===== config.mk =====
export PLATFORM = sky130hd
export DESIGN_NAME = csa_accum_ctrl
export DESIGN_NICKNAME = d
export VERILOG_FILES = /design/src/rtl/csa_accum_ctrl.sv
export SDC_FILE = /design/constraint.sdc
export NUM_CORES = 1
export LEC_CHECK = 0
export CORE_MARGIN = 2
export CORE_UTILIZATION = 40
export DETAILED_ROUTE_END_ITERATION = 6
export PLACE_DENSITY = 0.75
export SLEW_MARGIN = 30
export SYNTH_ARGS = -nofsm -noshare
export SYNTH_HDL_FRONTEND = slang
export SYNTH_SLANG_ARGS = --single-unit

===== constraint.sdc =====
create_clock -name clk -period 3.2 [get_ports clk]
set_clock_uncertainty 0.2 [all_clocks]
set_input_delay 0.64 -clock clk [delete_from_list [all_inputs] [get_ports clk]]
set_output_delay 0.64 -clock clk [all_outputs]
set_load 0.02 [all_outputs]

===== src/rtl/csa_accum_ctrl.sv =====
// csa_accum_ctrl: folds a stream of 19-bit operand pairs into one redundant
// (carry, sum) result using a single time-multiplexed 4:2 compressor.
// Optional macro CSA_ACCUM_RESOLVE_EN adds a RESOLVE state that registers the
// carry-propagate sum into out_sum; without it out_sum is tied to zero.
//
// state   | meaning
// IDLE    | waiting for start, accumulator idle
// ACCUM   | accepting operand beats, one per cycle
// RESOLVE | one cycle carry-propagate of the result (macro builds only)
// DONE    | result presented, waiting for out_ready

// 4:2 carry-save compressor built from two full-adder layers.
// Carry outputs are pre-shifted to their true weight; bit 18 carries fall off.
module add_16_4 (
    input  logic [18:0] in0,
    input  logic [18:0] in1,
    input  logic [18:0] in2,
    input  logic [18:0] in3,
    output logic [18:0] c,
    output logic [18:0] s
);
    logic [18:0] s1;
    logic [17:0] c1;
    logic [18:0] c1_w;
    logic [17:0] c2;

    assign s1   = in0 ^ in1 ^ in2;
    assign c1   = (in0[17:0] & in1[17:0]) | (in0[17:0] & in2[17:0]) | (in1[17:0] & in2[17:0]);
    assign c1_w = {c1, 1'b0};
    assign s    = s1 ^ c1_w ^ in3;
    assign c2   = (s1[17:0] & c1_w[17:0]) | (s1[17:0] & in3[17:0]) | (c1_w[17:0] & in3[17:0]);
    assign c    = {c2, 1'b0};
endmodule

module csa_accum_ctrl #(
    parameter int MAX_BEATS = 16,
    parameter int CNT_W     = 5
) (
    input  logic                  clk,
    input  logic                  reset,
    input  logic                  start,
    input  logic [CNT_W-1:0]      num_beats,
    input  logic                  in_valid,
    output logic                  in_ready,
    input  logic [1:0][18:0]      in_a,
    output logic                  out_valid,
    input  logic                  out_ready,
    output logic [18:0]           out_c,
    output logic [18:0]           out_s,
    output logic [18:0]           out_sum,
    output logic                  busy
);
    localparam logic [1:0] IDLE    = 2'd0;
    localparam logic [1:0] ACCUM   = 2'd1;
    localparam logic [1:0] RESOLVE = 2'd2;
    localparam logic [1:0] DONE    = 2'd3;

`ifdef CSA_ACCUM_RESOLVE_EN
    localparam logic [1:0] FINISH = RESOLVE;
`else
    localparam logic [1:0] FINISH = DONE;
`endif

    localparam logic [CNT_W-1:0] MAX_B = CNT_W'(MAX_BEATS);
    localparam logic [CNT_W-1:0] ONE   = CNT_W'(1);

    logic [1:0]       state;
    logic [CNT_W-1:0] cnt;
    logic [CNT_W-1:0] beats_eff;
    logic [18:0]      acc_c;
    logic [18:0]      acc_s;
    logic [18:0]      cmp_c;
    logic [18:0]      cmp_s;

    assign beats_eff = (num_beats > MAX_B) ? MAX_B : num_beats;

    add_16_4 u_cmp (
        .in0 (acc_s),
        .in1 (acc_c),
        .in2 (in_a[0]),
        .in3 (in_a[1]),
        .c   (cmp_c),
        .s   (cmp_s)
    );

    // Handshake flags come straight from the state register, so no input reaches in_ready.
    assign in_ready  = (state == ACCUM);
    assign out_valid = (state == DONE);
    assign busy      = (state != IDLE);

    // Sequencer, accumulator and result registers; result only loads on the final beat.
    always_ff @(posedge clk) begin
        if (reset) begin
            state <= IDLE;
            cnt   <= '0;
            acc_c <= '0;
            acc_s <= '0;
            out_c <= '0;
            out_s <= '0;
        end else begin
            case (state)
                IDLE: begin
                    if (start) begin
                        acc_c <= '0;
                        acc_s <= '0;
                        cnt   <= beats_eff;
                        if (beats_eff == '0) begin
                            out_c <= '0;
                            out_s <= '0;
                            state <= FINISH;
                        end else begin
                            state <= ACCUM;
                        end
                    end
                end
                ACCUM: begin
                    if (in_valid) begin
                        acc_c <= cmp_c;
                        acc_s <= cmp_s;
                        cnt   <= cnt - ONE;
                        if (cnt == ONE) begin
                            out_c <= cmp_c;
                            out_s <= cmp_s;
                            state <= FINISH;
                        end
                    end
                end
                RESOLVE: state <= DONE;
                DONE: begin
                    if (out_ready) state <= IDLE;
                end
            endcase
        end
    end

`ifdef CSA_ACCUM_RESOLVE_EN
    logic [18:0] sum_q;

    // Carry-propagate the held redundant pair once, during RESOLVE.
    always_ff @(posedge clk) begin
        if (reset) begin
            sum_q <= '0;
        end else if (state == RESOLVE) begin
            sum_q <= out_c + out_s;
        end
    end

    assign out_sum = sum_q;
`else
    assign out_sum = '0;
`endif
endmodule


# Yosys cells after proc, flatten, opt, wreduce, memory -nomap -nowiden
# Index checks and enable logic that the tools add are counted.
# word_totals
romBits	0
memories	0
wordCells	61
ramBits	0
register_bits	83
input_bits	48
latchBits	0
output_inout_bits	60
# classes
reduce_logical	7
n_bitwise	14
addsub	1
order_cmp	1
multipliers	0
n_eq_ne	9
n_mux	23
n_shift	0
div	0
# ops
cell	count
$mux 19	9
$pmux 19 s2	4
$and 18x18->18	6
$xor 19x19->19	4
$or 18x18->18	4
$mux 5	3
$mux 2	5
$pmux 5 s2	1
$pmux 2 s4	1
$ne 2x2->1 const B	3
$eq 5x1->1 const B	1
$gt 5x5->1 const B	1
$logic_not 5->1	1
$reduce_and 5->1	1
$sub 5x1->5 const B	1
$eq 2x2->1 const B	2
$ne 2x1->1 const B	2
$reduce_and 4->1	1
$reduce_bool 2->1	2
$reduce_and 3->1	1
$eq 2x1->1 const B	1
$logic_not 2->1	1

# Depth between registers and ports, before layout
# Gate-level depths: netlist of run 1.
# depth
ltp_word	9
depth_mapped	9
mapped_depth_nobuf	6

# Modules after synthesis
# A second synthesis of run 1 with hierarchy kept.
# hier_totals
hier_cells	433
hier_area_um2	4229.1
# modules_own_cells
module	seq_area_each_um2	area_per_inst_um2	cells_per_inst	instances
csa_accum_ctrl	1661.6	3464.6	392	1
add_16_4	0.0	764.5	41	1

# Least setup slack after synthesis of run 1
# Ideal clock, no wire load.
# synth_path
kind	input-to-reg
from	in num_beats[1]
to	reg out_c[14]
t_arrival_ns	2.151
n_path_buf	1
required_ns	2.929
slack_ns	0.778
setup_ns	0.071
stages	5
cell_sequence	or4_1 o21ai_1 clkbuf_1 nand4_1 a21oi_1
# synth_via
elab_chain_cells	5
# synth_lines
item	line_no	text
from (decl)	42	input logic [CNT_W-1:0] num_beats,
$gt 5x5->1	75	assign beats_eff = (num_beats > MAX_B) ? MAX_B : num_beats;
$mux 5 (*)	75	
$logic_not 5->1 (*)	107	if (beats_eff == '0) begin
$ne 2x2->1 (no line) (*)	-	
$reduce_and 5->1 (no line) (*)	-	
to (signal assigned)	122	out_c <= cmp_c;
to (decl)	48	output logic [18:0] out_c,
# Every way passes the cells marked *; elsewhere a longest branch is shown, timed or not.
# A chain may end at the register's enable or synchronous reset.

# Final worst setup path of run 1
# layout_path
from	reg state[0]
to	out busy
# layout_via
elab_chain_cells	1
# layout_lines
item	line_no	text
from (decl)	67	logic [1:0] state;
from (signal assigned)	94	state <= IDLE;
from (signal assigned)	110	state <= FINISH;
from (signal assigned)	112	state <= ACCUM;
$reduce_bool 2->1	89	assign busy = (state != IDLE);
to (decl)	51	output logic busy
# Every way passes these cells.

==> flow_metrics.env, run 1 <==
export IMPL_clk_path_buf_depth=2
export IMPL_finish_instance_area_um2=5210
export IMPL_max_freq_mhz=380
export IMPL_floorplan_initialDensity_pct=40.6
export IMPL_syn_instance_count=426
export IMPL_drv_max_cap_violation_count=0
export IMPL_synthFlopType="dfxtp_1"
export IMPL_gr_total_overflow=0
export IMPL_drc=0
export IMPL_fillerInstances=937
export IMPL_dr_pass1_iters=5
export IMPL_grt_use_total_pct=19.6
export IMPL_min_period_over_period_pct=82.2
export IMPL_synth_area_leader_cell="dfxtp_1"
export IMPL_ratio_of_cells_with_drive_above_1_in_the_final_layout_pct=6.19
export IMPL_clock_sinks=81
export IMPL_async_reset_ff_share_pct=0
export IMPL_worst_path_max_fanout=5
export IMPL_post_synth_instance_area_um2=4140
export IMPL_slew_headroom_pct=41.5
export IMPL_ios=108
export IMPL_worst_setup_path_type="flip-flop to output pin"
export IMPL_detail_route_iter0_violations=200
export IMPL_root_buffer="clkbuf_8"
export IMPL_sequential_cell_area_um2=1620
export IMPL_worst_slew_pin_slew_ns=0.877
export IMPL_synth_enable_flop_cells=0
export IMPL_power_ir_vdd_worst_mv=0.556
export IMPL_diodes=0
export IMPL_grt_setup_unrepaired="false"
export IMPL_power_report_internal_total_w=0.00208
export IMPL_detailed_place_area_um2=5040
export IMPL_cts_tree="yes"
export IMPL_cts_reportedPaths_clkPinSlew_ns=0.09
export IMPL_port_buffer_count=87
export IMPL_finalWirelength_mm=10.9
export IMPL_powerDensity_nw_per_um2=721
export IMPL_insertion_delay_ns=0.34
export IMPL_tritoncts_num_buffers=9
export IMPL_globalplace_congestion=0.810
export IMPL_dpl_hpwl_mm=7.24
export IMPL_pwr_share_seq_pct=32.7
export IMPL_worst_path_most_repeated_cell="inv_1"
export IMPL_setup_violations=0
export IMPL_finish_cell_count_without_fillers=637
export IMPL_grt_first_pass_wirelength_mm=17.5
export IMPL_power_share_switching_pct=44.6
export IMPL_endpoint_kind="output pin"
export IMPL_floorplan_die_height_um=106
export IMPL_run_status="complete, no violations"
export IMPL_yosysSeqAreaShare_pct=39.2
export IMPL_arrival_ns=1.79
export IMPL_pwr_share_comb_pct=49.5
export IMPL_die_area_um2=11200
export IMPL_syn_mean_instance_area_um2=9.71
export IMPL_grt_start_max_net_pins=46
export IMPL_cts_htree_levels=3
export IMPL_post_cts_setup_buffer_count=0
export IMPL_layout_min_cycle_time_ns=2.63
export IMPL_placement_rows=37
export IMPL_critPathTopFamily="buffers and inverters"
export IMPL_power_clock_fraction_pct=17.8
export IMPL_cp_buffers_inverters=3
export IMPL_cell_with_the_largest_stage_delay_on_the_worst_path="clkdlybuf4s50_1"
export IMPL_placeableCoreArea_um2=10200
export IMPL_synth_warning_count=0
export IMPL_routed_wire_length_per_instance_um=17.1
export IMPL_vias_per_cell=5.44
export IMPL_first_global_vias=3514
export IMPL_synthToLayoutAreaGrowth_pct=25.9
export IMPL_slew_viol_final=0
export IMPL_synth_seq_cells=81
export IMPL_antenna_found_initial=0
export IMPL_timing_critical_path_slowest_cell_delay_ns=0.61
export IMPL_sw_power_w=0.00167
export IMPL_crit_path_cell_trace="inv_1 > ha_1 > inv_1 > clkdlybuf4s50_1"
export IMPL_finalHoldViolations=0
export IMPL_multi_input_comb_area_um2=2250
export IMPL_placed_cell_count=622
export IMPL_min_delay_path_class="flip-flop to flip-flop"
export IMPL_synth_area_top_cells="dfxtp_1, fa_1, a22oi_1"
export IMPL_yosys_area_top_type_share_pct=39.2
export IMPL_floorplan_die_width_um=106
export IMPL_most_common_cell_after_layout_fill_and_taps_aside="clkdlybuf4s50_1"
export IMPL_worst_setup_path_start_kind="flip-flop"
export IMPL_post_synth_num_cell_types=39
export IMPL_cts_hold_repair_buffers=0
export IMPL_totalNegativeSetupSlack_ns=0
export IMPL_number_of_antenna_violating_nets_in_the_routed_design=0
export IMPL_num_nets_final=587
export IMPL_critPathRequiredTime_ns=2.36
export IMPL_p_leak_nw=1.88
export IMPL_final_cell_mix="clkdlybuf4s50_1, dfxtp_1, nor2_1"
export IMPL_via_count=3463
export IMPL_cts_resized=0
[cell usage after synthesis (4+ instances only)]
cell / count
buf_4: 20
fa_1: 34
dfxtp_1: 81
nor2b_1: 4
a21oi_1: 39
inv_1: 11
nor3_1: 5
ha_1: 8
a22oi_1: 36
nand4_1: 36
nand2_1: 6
o21ai_0: 38
clkbuf_1: 28
nor2_1: 43
[routing by layer]
metal  up-vias  GRT usage (%)  wire, um
met2       143           32.6      5230
li1       1619              -         -
met5         -              0         0
met1      1683           25.6      4850
met4         0           6.20       142
met3        18           3.90       659
[power groups by stage]
stage | Combinational [W] | Sequential [W] | Clock (W)
2_1_floorplan | 0.00123 | 0.00128 | 0
3_5_place_dp | 0.00185 | 0.00125 | 0
6_report | 0.00186 | 0.00123 | 0.000667
5_1_grt | 0.00201 | 0.00125 | 0.000731
3_3_place_gp | 0.00181 | 0.00124 | 0
4_1_cts | 0.00186 | 0.00123 | 0.000688
[cell type report]
cell class                      count  share of cell area [%]
Inverter                           11                   0.793
Sequential cell                    81                    31.1
Clock buffer                       11                    2.71
Timing Repair Buffer               96                    18.4
Clock inverter                      4                   0.552
Multi-Input combinational cell    298                    43.1
Tap cell                          136                    3.27
[stage by stage]
step                hold WS [ns]  utilization, %  setup WS [ns]  power [W]
global placement           0.258            49.5          0.449    0.00305
global route               0.304            51.1          0.463    0.00399
floorplan                  0.267               -          0.778    0.00251
detailed placement         0.270            49.5          0.399    0.00310
CTS                        0.282            51.1          0.550    0.00377
finish                     0.281            51.1          0.569    0.00376
[tightest hold or removal path, delay by kind of cell (launching register included)]
kind | cells | cell delay [ns]
flip-flops | 1 | 0.32
AO/OA/AOI/OAI | 2 | 0.12
[worst paths after layout]
path,startpoint,endpoint,slack (ns),depth (start not counted)
setup / recovery,state[0],busy,0.57,4
hold / removal,out_c[10],out_c[10],0.28,2
setup reg to reg,cnt[1],out_s[16],0.62,7
hold reg to reg,out_c[10],out_c[10],0.28,2
[sequential cells by signal, summed over array words and instances, names as in the netlist]
register and flops:
acc_s 19, out_s 19, out_c 18, acc_c 18, cnt 5, state 2
[logic make-up (layout without fill, tap and decap cells)]
group,after synthesis,in the layout,share of synthesized area [%]
other,1,20,0.0906
DFF,81,81,39.2
muxes,1,1,0.242
adders and majority gates,42,42,18.9
buffers and inverters,66,122,8.44
and+or+nand+nor,104,104,12.8
AOI/OAI and AO/OA,128,128,19.4
xor gates and xnor gates,3,3,0.968
(Power assumes the default switching activity.)
==> run 2: changes to the inputs <==
--- a/config.mk
+++ b/config.mk
@@ -8,7 +8,7 @@
 export CORE_MARGIN = 2
 export CORE_UTILIZATION = 40
 export DETAILED_ROUTE_END_ITERATION = 6
-export PLACE_DENSITY = 0.75
+export PLACE_DENSITY = 0.77
 export SLEW_MARGIN = 30
 export SYNTH_ARGS = -nofsm -noshare
 export SYNTH_HDL_FRONTEND = slang
==> constraint.sdc (replaced) <==
create_clock -name clk -period 2.4 [get_ports clk]
set_clock_uncertainty 0.2 [all_clocks]
set_input_delay 0.48 -clock clk [delete_from_list [all_inputs] [get_ports clk]]
set_output_delay 0.48 -clock clk [all_outputs]
set_load 0.02 [all_outputs]
==> flow_metrics.env, run 2 (same netlist as run 1, synthesis figures left out) <==
export IMPL_slew_viol_final=0
export IMPL_totalNegativeSetupSlack_ns=0
export IMPL_hold_path_cell_count=2
export IMPL_crit_path_cell_trace="inv_1 > ha_1 > or4b_4 > a2111oi_4 > buf_4 > buf_8 > nand4_1 > a21oi_2"
export IMPL_slew_headroom_pct=59.1
export IMPL_placeableCoreArea_um2=10200
export IMPL_cp_buffers_inverters=3
export IMPL_worst_path_max_fanout=11
export IMPL_clock_sinks=81
export IMPL_port_buffer_count=87
export IMPL_grt_use_total_pct=20.1
export IMPL_clk_path_buf_depth=2
export IMPL_dr_pass1_iters=4
export IMPL_num_nets_final=597
export IMPL_placed_cell_count=630
export IMPL_min_delay_path_class="flip-flop to flip-flop"
export IMPL_cell_with_the_largest_stage_delay_on_the_worst_path="or4b_4"
export IMPL_cp_num_cells=8
export IMPL_tritoncts_num_buffers=9
export IMPL_top_regs="acc_s (19), out_s (19)"
export IMPL_ios=108
export IMPL_final_hold_worst_slack_ns=0.275
export IMPL_powerDensity_nw_per_um2=1020
export IMPL_min_period_over_period_pct=97.3
export IMPL_drc=0
export IMPL_globalplace_congestion=0.778
export IMPL_via_count=3482
export IMPL_worst_setup_path_type="flip-flop to flip-flop"
export IMPL_cts_hold_repair_buffers=0
export IMPL_drv_max_cap_violation_count=0
export IMPL_number_of_antenna_violating_nets_in_the_routed_design=0
export IMPL_worst_setup_path_start_kind="flip-flop"
export IMPL_grt_first_pass_wirelength_mm=17.5
export IMPL_power_ir_vdd_worst_mv=0.618
export IMPL_synthToLayoutAreaGrowth_pct=30.5
export IMPL_ratio_of_cells_with_drive_above_1_in_the_final_layout_pct=8.59
export IMPL_finalWirelength_mm=11.1
export IMPL_max_freq_mhz=428
export IMPL_r2r_worst_path_cells=8
export IMPL_critPathTopFamily="simple AND/OR/NAND/NOR gates"
export IMPL_placement_rows=37
export IMPL_antenna_found_initial=0
export IMPL_most_common_cell_after_layout_fill_and_taps_aside="clkdlybuf4s50_1"
export IMPL_die_area_um2=11200
export IMPL_first_global_vias=3490
export IMPL_floorplan_die_height_um=106
export IMPL_setup_violations=0
export IMPL_finish_cell_count_without_fillers=648
export IMPL_run_status="complete, no violations"
export IMPL_fillerInstances=908
export IMPL_diodes=0
export IMPL_root_buffer="clkbuf_8"
export IMPL_finalHoldViolations=0
export IMPL_endpoint_kind="flip-flop"
export IMPL_layout_min_cycle_time_ns=2.33
export IMPL_final_cell_mix="clkdlybuf4s50_1, dfxtp_1, nor2_1"
export IMPL_floorplan_initialDensity_pct=40.6
export IMPL_grt_start_max_net_pins=38
export IMPL_floorplan_die_width_um=106
export IMPL_gr_total_overflow=0
export IMPL_cts_htree_levels=3
export IMPL_timing_critical_path_slowest_cell_delay_ns=0.51
export IMPL_arrival_ns=2.42
export IMPL_detail_route_iter0_violations=169
export IMPL_cts_tree="yes"
export IMPL_dpl_hpwl_mm=7.50
export IMPL_p_leak_nw=1.98
export IMPL_power_w=0.00549
export IMPL_vias_per_cell=5.37
export IMPL_cts_reportedPaths_clkPinSlew_ns=0.08
export IMPL_worst_slew_pin_slew_ns=0.614
export IMPL_insertion_delay_ns=0.36
export IMPL_routed_wire_length_per_instance_um=17.1
export IMPL_critPathRequiredTime_ns=2.49
## run 2: per-stage QoR
step / utilization [%] / worst slack (ns) / cell area [um2]
3_3_place_gp: 50.6 / -0.180 / 5150
4_1_cts: 52.5 / 0.00419 / 5350
2_1_floorplan: - / 0.127 / 4210
3_5_place_dp: 50.6 / -0.247 / 5150
6_report: 53.0 / 0.0652 / 5400
5_1_grt: 53.0 / -0.000444 / 5400
## run 2: worst register-to-register path: cells and delay by family (launching register included)
kind	cells	cell delay (ns)
flip-flops	1	0.32
adder cells (fa/ha/maj)	1	0.16
AO/OA/AOI/OAI	2	0.46
AND/OR/NAND/NOR	2	0.67
buffers and inverters	3	0.46
## run 2: worst paths after layout
check | start | endpoint | slack [ns]
hold reg to reg | out_s[0] | out_s[0] | 0.28
hold / removal | out_s[0] | out_s[0] | 0.28
setup reg to reg | cnt[1] | out_c[1] | 0.07
setup / recovery | cnt[1] | out_c[1] | 0.07
## run 2: final cells by class
type,count,area (um2),share of cell area (%)
well taps,136,170,3.15
clock buffers,13,149,2.76
multi-input cells,298,2270,42.0
clock inverters,3,40.0,0.742
repair buffers,106,1110,20.5
inverters,11,41.3,0.765
flip-flops and latches,81,1620,30.1
## run 2: what timing repair did
| item | 4_1_cts | 5_1_grt |
|---|---|---|
| resized for setup | 5 | 13 |
| gates cloned | 0 | 1 |
| buffers inserted | 0 | 1 |
| setup endpoints to repair | 4 | 36 |
| pin swaps | 0 | 7 |
## run 2: layer usage
layer / vias up / global-route usage, % / share of wire (%) / wire length (um)
li1: 1644 / - / - / -
met1: 1676 / 26.9 / 44 / 4870
met2: 145 / 31.2 / 47 / 5200
met3: 17 / 3.96 / 6.7 / 740
met4: 0 / 9.68 / 2.3 / 253
met5: - / 0 / 0 / 0
## run 2: where the power goes
group | internal (W) | leakage (nW) | switching, W
registers | 0.00151 | 0.656 | 0.000137
logic | 0.00114 | 1.22 | 0.00170
clock network | 0.000508 | 0.0974 | 0.000493
total | 0.00316 | 1.98 | 0.00233
==> run 3: changes to the inputs <==
--- a/config.mk
+++ b/config.mk
@@ -5,10 +5,12 @@
 export SDC_FILE = /design/constraint.sdc
 export NUM_CORES = 1
 export LEC_CHECK = 0
-export CORE_MARGIN = 2
-export CORE_UTILIZATION = 40
+export CELL_PAD_IN_SITES_DETAIL_PLACEMENT = 2
+export CELL_PAD_IN_SITES_GLOBAL_PLACEMENT = 2
+export CORE_MARGIN = 5
+export CORE_UTILIZATION = 27
 export DETAILED_ROUTE_END_ITERATION = 6
-export PLACE_DENSITY = 0.77
+export PLACE_DENSITY = 0.84
 export SLEW_MARGIN = 30
 export SYNTH_ARGS = -nofsm -noshare
 export SYNTH_HDL_FRONTEND = slang
==> flow_metrics.env, run 3 (same netlist as run 1, synthesis figures left out) <==
export IMPL_port_buffer_count=87
export IMPL_cts_htree_levels=3
export IMPL_first_global_vias=4035
export IMPL_critPathTopFamily="compound AO/OA/AOI/OAI gates"
export IMPL_die_area_um2=17900
export IMPL_synthToLayoutAreaGrowth_pct=39.3
export IMPL_min_delay_path_class="flip-flop to flip-flop"
export IMPL_slew_viol_final=0
export IMPL_cp_buffers_inverters=2
export IMPL_cell_with_the_largest_stage_delay_on_the_worst_path="or4b_4"
export IMPL_floorplan_die_height_um=134
export IMPL_dr_pass1_iters=4
export IMPL_finalHoldViolations=0
export IMPL_top_regs="acc_s (19), out_s (19)"
export IMPL_power_ir_vdd_worst_mv=0.548
export IMPL_slew_headroom_pct=46.0
export IMPL_endpoint_kind="flip-flop"
export IMPL_worst_slew_pin_slew_ns=0.810
export IMPL_floorplan_die_width_um=134
export IMPL_run_status="complete, but fails checks"
export IMPL_clock_sinks=81
export IMPL_num_nets_final=604
export IMPL_grt_use_total_pct=15.8
export IMPL_insertion_delay_ns=0.34
export IMPL_ios=108
export IMPL_postLayoutCoreUtil_pct=38.2
export IMPL_grt_first_pass_wirelength_mm=22.3
export IMPL_violations="setup timing"
export IMPL_drc=0
export IMPL_placement_rows=45
export IMPL_max_freq_mhz=414
export IMPL_p_leak_nw=2.12
export IMPL_drv_max_cap_violation_count=0
export IMPL_finalWorstSetupSlack_ns=-0.0142
export IMPL_most_common_cell_after_layout_fill_and_taps_aside="clkdlybuf4s50_1"
export IMPL_totalNegativeSetupSlack_ns=-0.0506
export IMPL_placeableCoreArea_um2=15100
export IMPL_gr_total_overflow=0
export IMPL_root_buffer="clkbuf_16"
export IMPL_min_period_over_period_pct=101
export IMPL_arrival_ns=2.48
export IMPL_cts_hold_repair_buffers=0
export IMPL_worst_setup_path_start_kind="flip-flop"
export IMPL_critPathRequiredTime_ns=2.46
export IMPL_globalplace_congestion=0.780
export IMPL_number_of_antenna_violating_nets_in_the_routed_design=0
export IMPL_antenna_found_initial=0
export IMPL_vias_per_cell=5.28
export IMPL_clk_path_buf_depth=2
export IMPL_dpl_hpwl_mm=9.85
export IMPL_fillerInstances=1612
export IMPL_ratio_of_cells_with_drive_above_1_in_the_final_layout_pct=11.8
export IMPL_detail_route_iter0_violations=285
export IMPL_via_count=3734
export IMPL_timing_critical_path_slowest_cell_delay_ns=0.50
export IMPL_tritoncts_num_buffers=9
export IMPL_diodes=0
export IMPL_final_cell_mix="clkdlybuf4s50_1, dfxtp_1, nor2_1"
export IMPL_finalWirelength_mm=16.6
export IMPL_cts_reportedPaths_clkPinSlew_ns=0.06
export IMPL_layout_min_cycle_time_ns=2.41
export IMPL_routed_wire_length_per_instance_um=23.5
export IMPL_setup_violations=6
export IMPL_worst_path_max_fanout=5
export IMPL_grt_start_max_net_pins=50
export IMPL_floorplan_initialDensity_pct=27.4
export IMPL_crit_path_cell_trace="ha_4 > or4b_4 > a2111oi_4 > buf_6 > clkbuf_16 > nand4_1 > a21oi_1"
export IMPL_grt_setup_unrepaired="true"
export IMPL_placed_cell_count=681
export IMPL_cts_tree="yes"
export IMPL_powerDensity_nw_per_um2=1170
export IMPL_power_w=0.00674
export IMPL_worst_setup_path_type="flip-flop to flip-flop"
export IMPL_finish_cell_count_without_fillers=707
[run 3: changes by cell type in the layout (fill, tap and decap cells not counted), moves of 3 or more]
cell	delta
o21ai_1	-7
clkbuf_8	-7
clkbuf_16	+12
clkbuf_1	-3
o21ai_0	+7
[run 3: final timing paths]
kind / startpoint / end / slack, ns / depth (start not counted)
worst max-delay path: cnt[0] / out_s[1] / -0.01 / 7
worst min-delay path: out_c[2] / out_c[2] / 0.29 / 2
worst max register to register: cnt[0] / out_s[1] / -0.01 / 7
worst min register to register: out_c[2] / out_c[2] / 0.29 / 2
[run 3: routing by layer]
| metal | vias up | wire length, um | GRT usage [%] |
|---|---|---|---|
| li1 | 1653 | - | - |
| met1 | 1941 | 7070 | 19.7 |
| met2 | 120 | 8390 | 27.2 |
| met3 | 20 | 860 | 3.68 |
| met4 | 0 | 259 | 4.86 |
| met5 | - | 0 | 0 |
[run 3: metrics by stage]
stage	setup WS (ns)	area (um2)	hold WS [ns]
after global routing	-0.0937	5760	0.314
after global placement	-0.208	5210	0.262
final	-0.0142	5760	0.286
after floorplan	0.127	4210	0.267
after detailed placement	-0.275	5210	0.272
after CTS	0.00635	5560	0.290
[run 3: repair_timing]
action                     4_1_cts  5_1_grt
pin swaps                        1       24
buffers inserted                 0        4
gates resized for setup          5       19
setup endpoints to repair       10       48
gates cloned                     0        6
[run 3: final cells by class]
| class | count | area (um2) | area share [%] |
|---|---|---|---|
| Inverter | 11 | 41.3 | 0.716 |
| Timing Repair Buffer | 113 | 1230 | 21.3 |
| Multi-Input combinational cell | 298 | 2290 | 39.8 |
| Tap cell | 188 | 235 | 4.08 |
| Sequential cell | 81 | 1630 | 28.2 |
| Clock buffer | 12 | 267 | 4.62 |
| Clock inverter | 4 | 73.8 | 1.28 |
[run 3: power breakdown]
group / internal [W] / switching, W / leakage [nW]
clock: 0.000997 / 0.000585 / 0.169
sequential: 0.00152 / 0.000158 / 0.657
combinational: 0.00142 / 0.00206 / 1.29
total: 0.00394 / 0.00281 / 2.12
[run 3: worst min-delay path, delay by kind of cell (launching register included)]
family          cells  cell delay (ns)
flops               1             0.31
compound gates      2             0.13
